==> config.mk <==
export PLATFORM = sky130hd
export DESIGN_NAME = instruction_fetch_stage
export DESIGN_NICKNAME = d
export VERILOG_FILES = /design/src/rtl/instruction_fetch_stage.sv
export SDC_FILE = /design/constraint.sdc
export NUM_CORES = 1
export LEC_CHECK = 0
export ABC_AREA = 1
export BUFFER_PORTS_ARGS = -buffer_cell sky130_fd_sc_hd__buf_2
export CAP_MARGIN = 20
export CELL_PAD_IN_SITES_DETAIL_PLACEMENT = 1
export CELL_PAD_IN_SITES_GLOBAL_PLACEMENT = 1
export CORE_UTILIZATION = 35
export CTS_CLUSTER_DIAMETER = 60
export DETAILED_ROUTE_END_ITERATION = 8
export PLACE_DENSITY_LB_ADDON = 0.1
export SYNTH_ARGS = -nofsm -noshare
export SYNTH_HDL_FRONTEND = slang
export SYNTH_SLANG_ARGS = --single-unit
==> constraint.sdc <==
create_clock -name clk -period 5.1 [get_ports clk]
set_input_delay 0.765 -clock clk [delete_from_list [all_inputs] [get_ports clk]]
set_output_delay 0.765 -clock clk [all_outputs]
set_load 0.02 [all_outputs]
==> src/rtl/instruction_fetch_stage.sv <==
// IF stage: PC register, instruction-memory addressing and the IF/ID pipeline register.
// Handles hazard stalls and taken-branch redirects (one bubble per redirect), and counts delivered instructions.
module instruction_fetch_stage #(
    parameter logic [63:0] RESET_PC  = 64'h0,
    parameter logic [31:0] NOP_INSTR = 32'h0
) (
    input  logic        clk,
    input  logic        reset,
    output logic [63:0] imem_addr,
    input  logic [31:0] imem_data,
    input  logic        stall,
    input  logic        br_taken,
    input  logic [63:0] br_pc,
    input  logic [63:0] br_offset,
    output logic [31:0] ID_instruction,
    output logic [63:0] IFID_pc,
    output logic        IFID_valid,
    output logic [63:0] pc,
    output logic [31:0] instr_count
);

    logic [63:0] pc_plus4;
    logic [63:0] br_target;
    logic [31:0] count_inc;
    logic        advance;

    logic [63:0] pc_seq;
    logic [63:0] pc_next;
    logic [63:0] ifid_pc_seq;
    logic [63:0] ifid_pc_next;
    logic [31:0] instr_seq;
    logic [31:0] instr_next;
    logic [31:0] count_next;
    logic        valid_seq;
    logic        valid_next;

    // Both adders wrap modulo 2^64; offset bits shifted past bit 63 are dropped.
    assign pc_plus4  = pc + 64'd4;
    assign br_target = br_pc + (br_offset << 2);
    assign count_inc = instr_count + 32'd1;
    assign advance   = ~stall & ~br_taken;

    assign imem_addr = pc;

    // Two mux levels per bit: the inner level selects hold vs. advance,
    // the outer level lets a redirect override a simultaneous stall.
    for (genvar i = 0; i < 64; i++) begin : g_pc_mux
        assign pc_seq[i]       = stall    ? pc[i]        : pc_plus4[i];
        assign pc_next[i]      = br_taken ? br_target[i] : pc_seq[i];
        assign ifid_pc_seq[i]  = stall    ? IFID_pc[i]   : pc[i];
        assign ifid_pc_next[i] = br_taken ? 1'b0         : ifid_pc_seq[i];
    end

    for (genvar i = 0; i < 32; i++) begin : g_ifid_mux
        assign instr_seq[i]  = stall    ? ID_instruction[i] : imem_data[i];
        assign instr_next[i] = br_taken ? NOP_INSTR[i]      : instr_seq[i];
        assign count_next[i] = advance  ? count_inc[i]      : instr_count[i];
    end

    assign valid_seq  = stall    ? IFID_valid : 1'b1;
    assign valid_next = br_taken ? 1'b0       : valid_seq;

    // NOTE: sequential state uses non-blocking assignments so every register
    // samples the pre-edge values of the others, independent of statement order.
    always_ff @(posedge clk) begin
        if (reset) begin
            pc             <= RESET_PC;
            ID_instruction <= NOP_INSTR;
            IFID_pc        <= 64'h0;
            IFID_valid     <= 1'b0;
            instr_count    <= 32'h0;
        end else begin
            pc             <= pc_next;
            ID_instruction <= instr_next;
            IFID_pc        <= ifid_pc_next;
            IFID_valid     <= valid_next;
            instr_count    <= count_next;
        end
    end

endmodule

# Word level (Yosys, flattened, before mapping)
# Index checks and enable logic that the tools add are counted.
[word_totals] reg_bits=193 word_cells=141
[op_classes] addsub=3 eq_ne=1 n_mux=128 bitwise_logic=3 n_reduce_logical=1
[ops] operator="$mux W1" count=128
[ops] operator="$add A64 B3 Y64 const B" count=1
[ops] operator="$add A64 B64 Y64" count=1
[ops] operator="$add A32 B1 Y32 const B" count=1
[ops] operator="$ne A2 B1 Y1 const B" count=1
[ops] operator="$not A1 Y1" count=2
[ops] operator="$reduce_or A2 Y1" count=1
[ops] operator="$and A1 B1 Y1" count=1

# Depth between registers and ports, before layout
# Gate-level depths: netlist (run 1).
[depth] word_depth=3 ltp_mapped=16

# Worst setup path before layout (run 1)
# OpenSTA, ideal clock, no wires.
[synth_timing] path_type="input-to-reg" startpoint="in br_pc[2]" endpoint="reg pc[58] (netlist: imem_addr[58])" setup_ns=0.109 t_arrival_ns=2.308 path_slack_ns=2.683 path_stages=15 n_path_buf=0 cell_sequence="ha_1 inv_1 fa_1 inv_1 nand3_1 nand3_1 nand2_1 nand2_1 nand3_1 nand3b_1 nand2_1 nand3_1 nand3_1 nand2_1 inv_1"
[synth_via] elab_chain_cells=2
[synth_lines] item="start: declaration" line="13" rtl="input logic [63:0] br_pc,"
[synth_lines] item="$add A64 B64 Y64" line="39" rtl="assign br_target = br_pc + (br_offset << 2);"
[synth_lines] item="$mux W1" line="49" rtl="assign pc_next[i] = br_taken ? br_target[i] : pc_seq[i];"
[synth_lines] item="end signal: assignment" line="73" rtl="pc <= pc_next;"
[synth_lines] item="end: declaration" line="18" rtl="output logic [63:0] pc,"
# Every way passes these cells.
# A chain may end at the register's enable or synchronous reset.

# Final worst setup path (run 1)
[layout_timing] startpoint="in br_pc[2]" endpoint="reg pc[56] (netlist: imem_addr[56])"
# Same word-level chain as after synthesis.

==> results of run 1 <==
final timing paths:
path                  from            end  slack, ns  cells past startpoint
min            IFID_pc[10]    IFID_pc[10]       0.47                      2
min reg2reg    IFID_pc[10]    IFID_pc[10]       0.47                      2
max               br_pc[2]  imem_addr[56]       2.30                     16
max reg2reg  imem_addr[29]  imem_addr[63]       2.35                     11
sequential cells by signal, summed over array words and instances, names as in the netlist:
name            flops
imem_addr          64
ID_instruction     32
IFID_pc            64
IFID_valid          1
instr_count        32
placed cells by master (no fill, tap or decap), types with 17 or more instances in the layout:
| cell | count |
|---|---|
| nand2_1 | 812 |
| buf_2 | 417 |
| inv_1 | 399 |
| nor2_1 | 230 |
| a21oi_1 | 227 |
| dfxtp_1 | 193 |
| o21ai_0 | 149 |
| nand3_1 | 136 |
| ha_1 | 63 |
| nor3_1 | 58 |
| xor2_1 | 39 |
| nand4_1 | 30 |
| clkbuf_16 | 17 |
power groups by stage:
stage	clock [uW]	sequential [uW]	combinational [uW]
final	1460	1740	1320
after global routing	1560	1750	1460
after CTS	1500	1740	1330
after detailed placement	0	1770	1320
after global placement	0	1770	1290
after floorplan	0	1790	797
routing by layer:
| metal | up-vias | part of all wire | track usage |
|---|---|---|---|
| li1 | 8809 | - | - |
| met1 | 8488 | 0.46 | 0.383 |
| met2 | 445 | 0.48 | 0.514 |
| met3 | 69 | 0.044 | 0.0376 |
| met4 | 0 | 0.022 | 0.0755 |
| met5 | - | 0 | 0 |
critical path, stage by stage:
cell,delay (ns)
buf_2,0.08
ha_1,0.19
inv_1,0.07
fa_1,0.42
inv_1,0.13
nand2_1,0.08
nand3_1,0.13
nand2_1,0.08
nand2_1,0.22
nand2_1,0.08
nand2_1,0.20
nand3_1,0.22
nand3_1,0.14
nand2_1,0.05
nor2_1,0.24
nor2_1,0.06
kinds of logic after synthesis:
kind of cell / synth area share
compound gates: 0.146
xor+xnor: 0.0299
fa+ha+maj: 0.0530
buf+inv: 0.148
flops: 0.253
simple gates: 0.370
per-stage QoR:
step | worst slack [ns] | hold slack, ns | std cells | total power [uW] | utilization
6_report | 2.30 | 0.465 | 3516 | 4530 | 0.420
5_1_grt | 2.20 | 0.487 | 3516 | 4770 | 0.420
4_1_cts | 2.35 | 0.465 | 3516 | 4560 | 0.420
3_5_place_dp | 1.87 | 0.452 | 3484 | 3090 | 0.405
3_3_place_gp | 1.92 | 0.450 | 3483 | 3060 | 0.405
2_1_floorplan | 2.68 | 0.536 | 2600 | 2590 | -
final cells by class:
| type | count | area (sq um) | share of cell area |
|---|---|---|---|
| inverter | 404 | 1520 | 0.0841 |
| timing repair buffer | 428 | 2180 | 0.121 |
| tap | 585 | 732 | 0.0405 |
| multi-input combinational | 1874 | 9130 | 0.505 |
| clock inverter | 15 | 218 | 0.0121 |
| clock buffer | 17 | 425 | 0.0235 |
| sequential | 193 | 3860 | 0.214 |
==> results_dict.tcl, run 1 <==
set metrics [dict create \
    h-tree-depth 4 \
    p_int_uw 2750 \
    switching_power_uw 1770 \
    synth-edff-count 0 \
    slew_violations 0 \
    yosysSeqAreaShare 0.253 \
    io_buffers 418 \
    numCtsBuffers 17 \
    avgSynthCellArea_sq_um 5.86 \
    track_usage 0.295 \
    antenna_found_initial 1 \
    die_area_sq_um 44400 \
    synth_top_area_frac 0.253 \
    ys_types 46 \
    critical_path_required_ns 5.45 \
    crit_type "primary input to flop" \
    max_slew.worst_pin.slew_ns 1.11 \
    finalHoldViolations 0 \
    power.leakage_uw 0.00924 \
    yosysMostFrequentCell "nand2_1" \
    path_clk_slew_ns 0.08 \
    viasPerCell 5.07 \
    synth_area_leaders "dfxtp_1, nand2_1, inv_1, a21oi_1, nor2_1" \
    rows 76 \
    drv_cap 0 \
    synth_warnings 0 \
    power_frac_seq 0.384 \
    slew_headroom 0.261 \
    dieHeight_um 211 \
    ir_drop_mv 0.213 \
    ys.flop_type "dfxtp_1" \
    fin_crit_ns 2.80 \
    synthCells 2600 \
    clockBufferDepth 2 \
    setup_tns_ns 0 \
    gp_congestion 0.912 \
    cts_tree "built" \
    drive_gt1_frac 0.173 \
    fmax_mhz 357 \
    clkLatencyLatePin_ns 0.46 \
    crit_path_max_fanout 4 \
    critPathLaunchType "primary input" \
    cts.sinks 193 \
    cts_hold_buf 0 \
    routed_wl_um 66200 \
    fill_cells 6082 \
    drt_drc_violations_left 0 \
    synth_seq_cells 193 \
    synth_nets 2828 \
    rsz0062_at_grt "no" \
    fin_crit_sh 0.549 \
    async_flop_share 0 \
    setup_viol_count_final 0 \
    p_per_area_nw_per_um2 251 \
    die_x_um 211 \
    switching_share 0.392 \
    grt_pass1_wl_um 101000 \
    first_pass_iters 5 \
    wire_per_inst_um 18.8 \
    final_area_sq_um 18100 \
    grt_max_degree 96 \
    p_comb_frac 0.292 \
    diodes 0 \
    p_clk_frac 0.324 \
    ant_nets 0 \
    clock_skew_ns 0.0152 \
    layout.nets 3146 \
    cts_resized 0 \
    ys_top_cells_by_count "nand2_1, inv_1, nor2_1, a21oi_1, dfxtp_1" \
    cts_setup_buffers 0 \
    hold_path_class "flop to flop" \
    fp.coreArea_sq_um 43000 \
    io_pins 421 \
    start_util 0.355 \
    yosysTopAreaCell "dfxtp_1" \
    num_vias 17811 \
    grt_pass1_vias 17673 \
    status "finished clean" \
    drt_iter0_drc 962 \
    hpwl_um 53900 \
    root_buffer "clkbuf_16" \
    grt_overflow 0 \
    syn_area_sq_um 15200 \
    place_area_sq_um 17400 \
    area.growth.synth_to_final_pct 18.5 \
    endpoint_kind "flop" \
    arrival_ns 3.15 \
]
No activity file was read; power rests on OpenSTA's default activity.
==> run 2: changes to the inputs <==
- clock period: 5.1 -> 2.7 ns (I/O delays scaled with it)
==> results_dict.tcl, run 2 (synthesis results as in run 1) <==
set metrics [dict create \
    fmax_mhz 408 \
    crit_type "flop to flop" \
    ant_nets 0 \
    grt_pass1_vias 18394 \
    final_cell_mix "nand2_1, buf_2, inv_1" \
    drive_gt1_frac 0.201 \
    p_per_area_nw_per_um2 457 \
    p_comb_frac 0.328 \
    p_clk_frac 0.304 \
    hpwl_um 56800 \
    wl_met3_um 3270 \
    wire_per_inst_um 19.0 \
    drt_iter0_drc 1103 \
    crit_path_max_fanout 5 \
    ir_drop_mv 0.376 \
    slew_headroom 0.472 \
    io_buffers 418 \
    layout_commonest_cell "nand2_1" \
    fin_crit_ns 2.45 \
    num_vias 18280 \
    cts.sinks 193 \
    io_pins 421 \
    p_int_uw 5210 \
    viasPerCell 5.05 \
    switching_power_uw 3400 \
    grt_max_degree 136 \
    numCtsBuffers 17 \
    drt_drc_violations_left 0 \
    dieHeight_um 211 \
    dr_wl_met2_um 32600 \
    switching_share 0.395 \
    start_util 0.355 \
    first_pass_iters 5 \
    drv_cap 0 \
    clock_skew_ns 0.0147 \
    die_area_sq_um 44400 \
    finalHoldViolations 0 \
    power_frac_seq 0.368 \
    path_buf_inv 2 \
    area.growth.synth_to_final_pct 23.5 \
    gp_congestion 0.923 \
    routed_wl_um 68800 \
    fp.coreArea_sq_um 43000 \
    grt_overflow 0 \
    diodes 0 \
    critical_path_required_ns 3.09 \
    slew_violations 0 \
    cts_tree "built" \
    worst_slack_ns 0.252 \
    max_slew.worst_pin.slew_ns 0.790 \
    layout.nets 3249 \
    h-tree-depth 4 \
    setup_tns_ns 0 \
    track_usage 0.307 \
    antenna_found_initial 0 \
    critPathTopFamily "simple AND/OR/NAND/NOR gates" \
    power.leakage_uw 0.00975 \
    rsz0062_at_grt "no" \
    arrival_ns 2.84 \
    cp_slowest_cell "dfxtp_1" \
    critPathLaunchType "flop" \
    root_buffer "clkbuf_16" \
    crit_chain "ha_1, inv_1, nor2_4, nand2_1, inv_1, nand3_1, nor2_2, nand3_1, o21ai_1, nand2_1, a21oi_1" \
    met1_length_um 30900 \
    clkLatencyLatePin_ns 0.46 \
    pre_cts_slack_ns -0.0229 \
    die_x_um 211 \
    status "finished clean" \
    endpoint_kind "flop" \
    hold_path_class "primary input to flop" \
    setup_viol_count_final 0 \
    clockBufferDepth 2 \
    slowest_delay_ns 0.43 \
    highest_layer "met4" \
    path_clk_slew_ns 0.08 \
    grt_pass1_wl_um 105000 \
    cts_hold_buf 0 \
    fin_crit_sh 0.907 \
    rows 76 \
]
## run 2: cell count changes in the layout (fill, tap and decap cells not counted), sizes merged
cell      before  now
buf          428  531
bufinv         2    0
clkbuf        17   19
clkinv         7    5
clkinvlp       0    1
inv          410  411
## run 2: tightest hold or removal path: cells and delay by family
| family | cells | cell delay, ns |
|---|---|---|
| and+or+nand+nor | 2 | 0.12 |
| buffers and inverters | 1 | 0.08 |
## run 2: area by class of cell
cell class	instances	area, sq um
Inverter	404	1520
Fill cell	6072	24100
Multi-Input combinational cell	1874	9130
Timing Repair Buffer	531	2990
Clock inverter	13	144
Tap cell	585	732
Sequential cell	193	3860
Clock buffer	19	453
## run 2: through the flow
stage / area, sq um / utilization / instances / hold WS [ns] / total power, uW
after global routing: 18800 / 0.438 / 3619 / 0.177 / 9040
after global placement: 18200 / 0.424 / 3587 / 0.449 / 6000
after floorplan: 15200 / - / 2600 / 0.536 / 4890
after CTS: 18800 / 0.438 / 3619 / 0.154 / 8650
after detailed placement: 18200 / 0.424 / 3587 / 0.455 / 6050
final: 18800 / 0.438 / 3619 / 0.165 / 8610
## run 2: power by group through the flow
stage / Sequential [uW] / Combinational [uW] / Clock [uW]
2_1_floorplan: 3380 / 1510 / 0
3_3_place_gp: 3230 / 2770 / 0
3_5_place_dp: 3230 / 2820 / 0
4_1_cts: 3170 / 2830 / 2650
5_1_grt: 3190 / 3100 / 2760
6_report: 3170 / 2820 / 2610
## run 2: path summary, 6_finish.rpt
check,from,cells after the start,end,slack [ns]
hold / removal,br_pc[0],3,imem_addr[0],0.16
hold reg to reg,ID_instruction[10],2,ID_instruction[10],0.46
setup reg to reg,imem_addr[3],11,imem_addr[38],0.25
setup / recovery,imem_addr[3],11,imem_addr[38],0.25
## run 2: routing by layer
metal  track usage  up-vias
li1              -     8997
met1         0.394     8675
met2         0.529      514
met3        0.0378       94
met4         0.106        0
met5             0        -
## run 2: what timing repair did
action	CTS	global route
gates resized for setup	0	1
buffers inserted	0	0
hold endpoints to repair	0	0
setup endpoints to repair	0	1
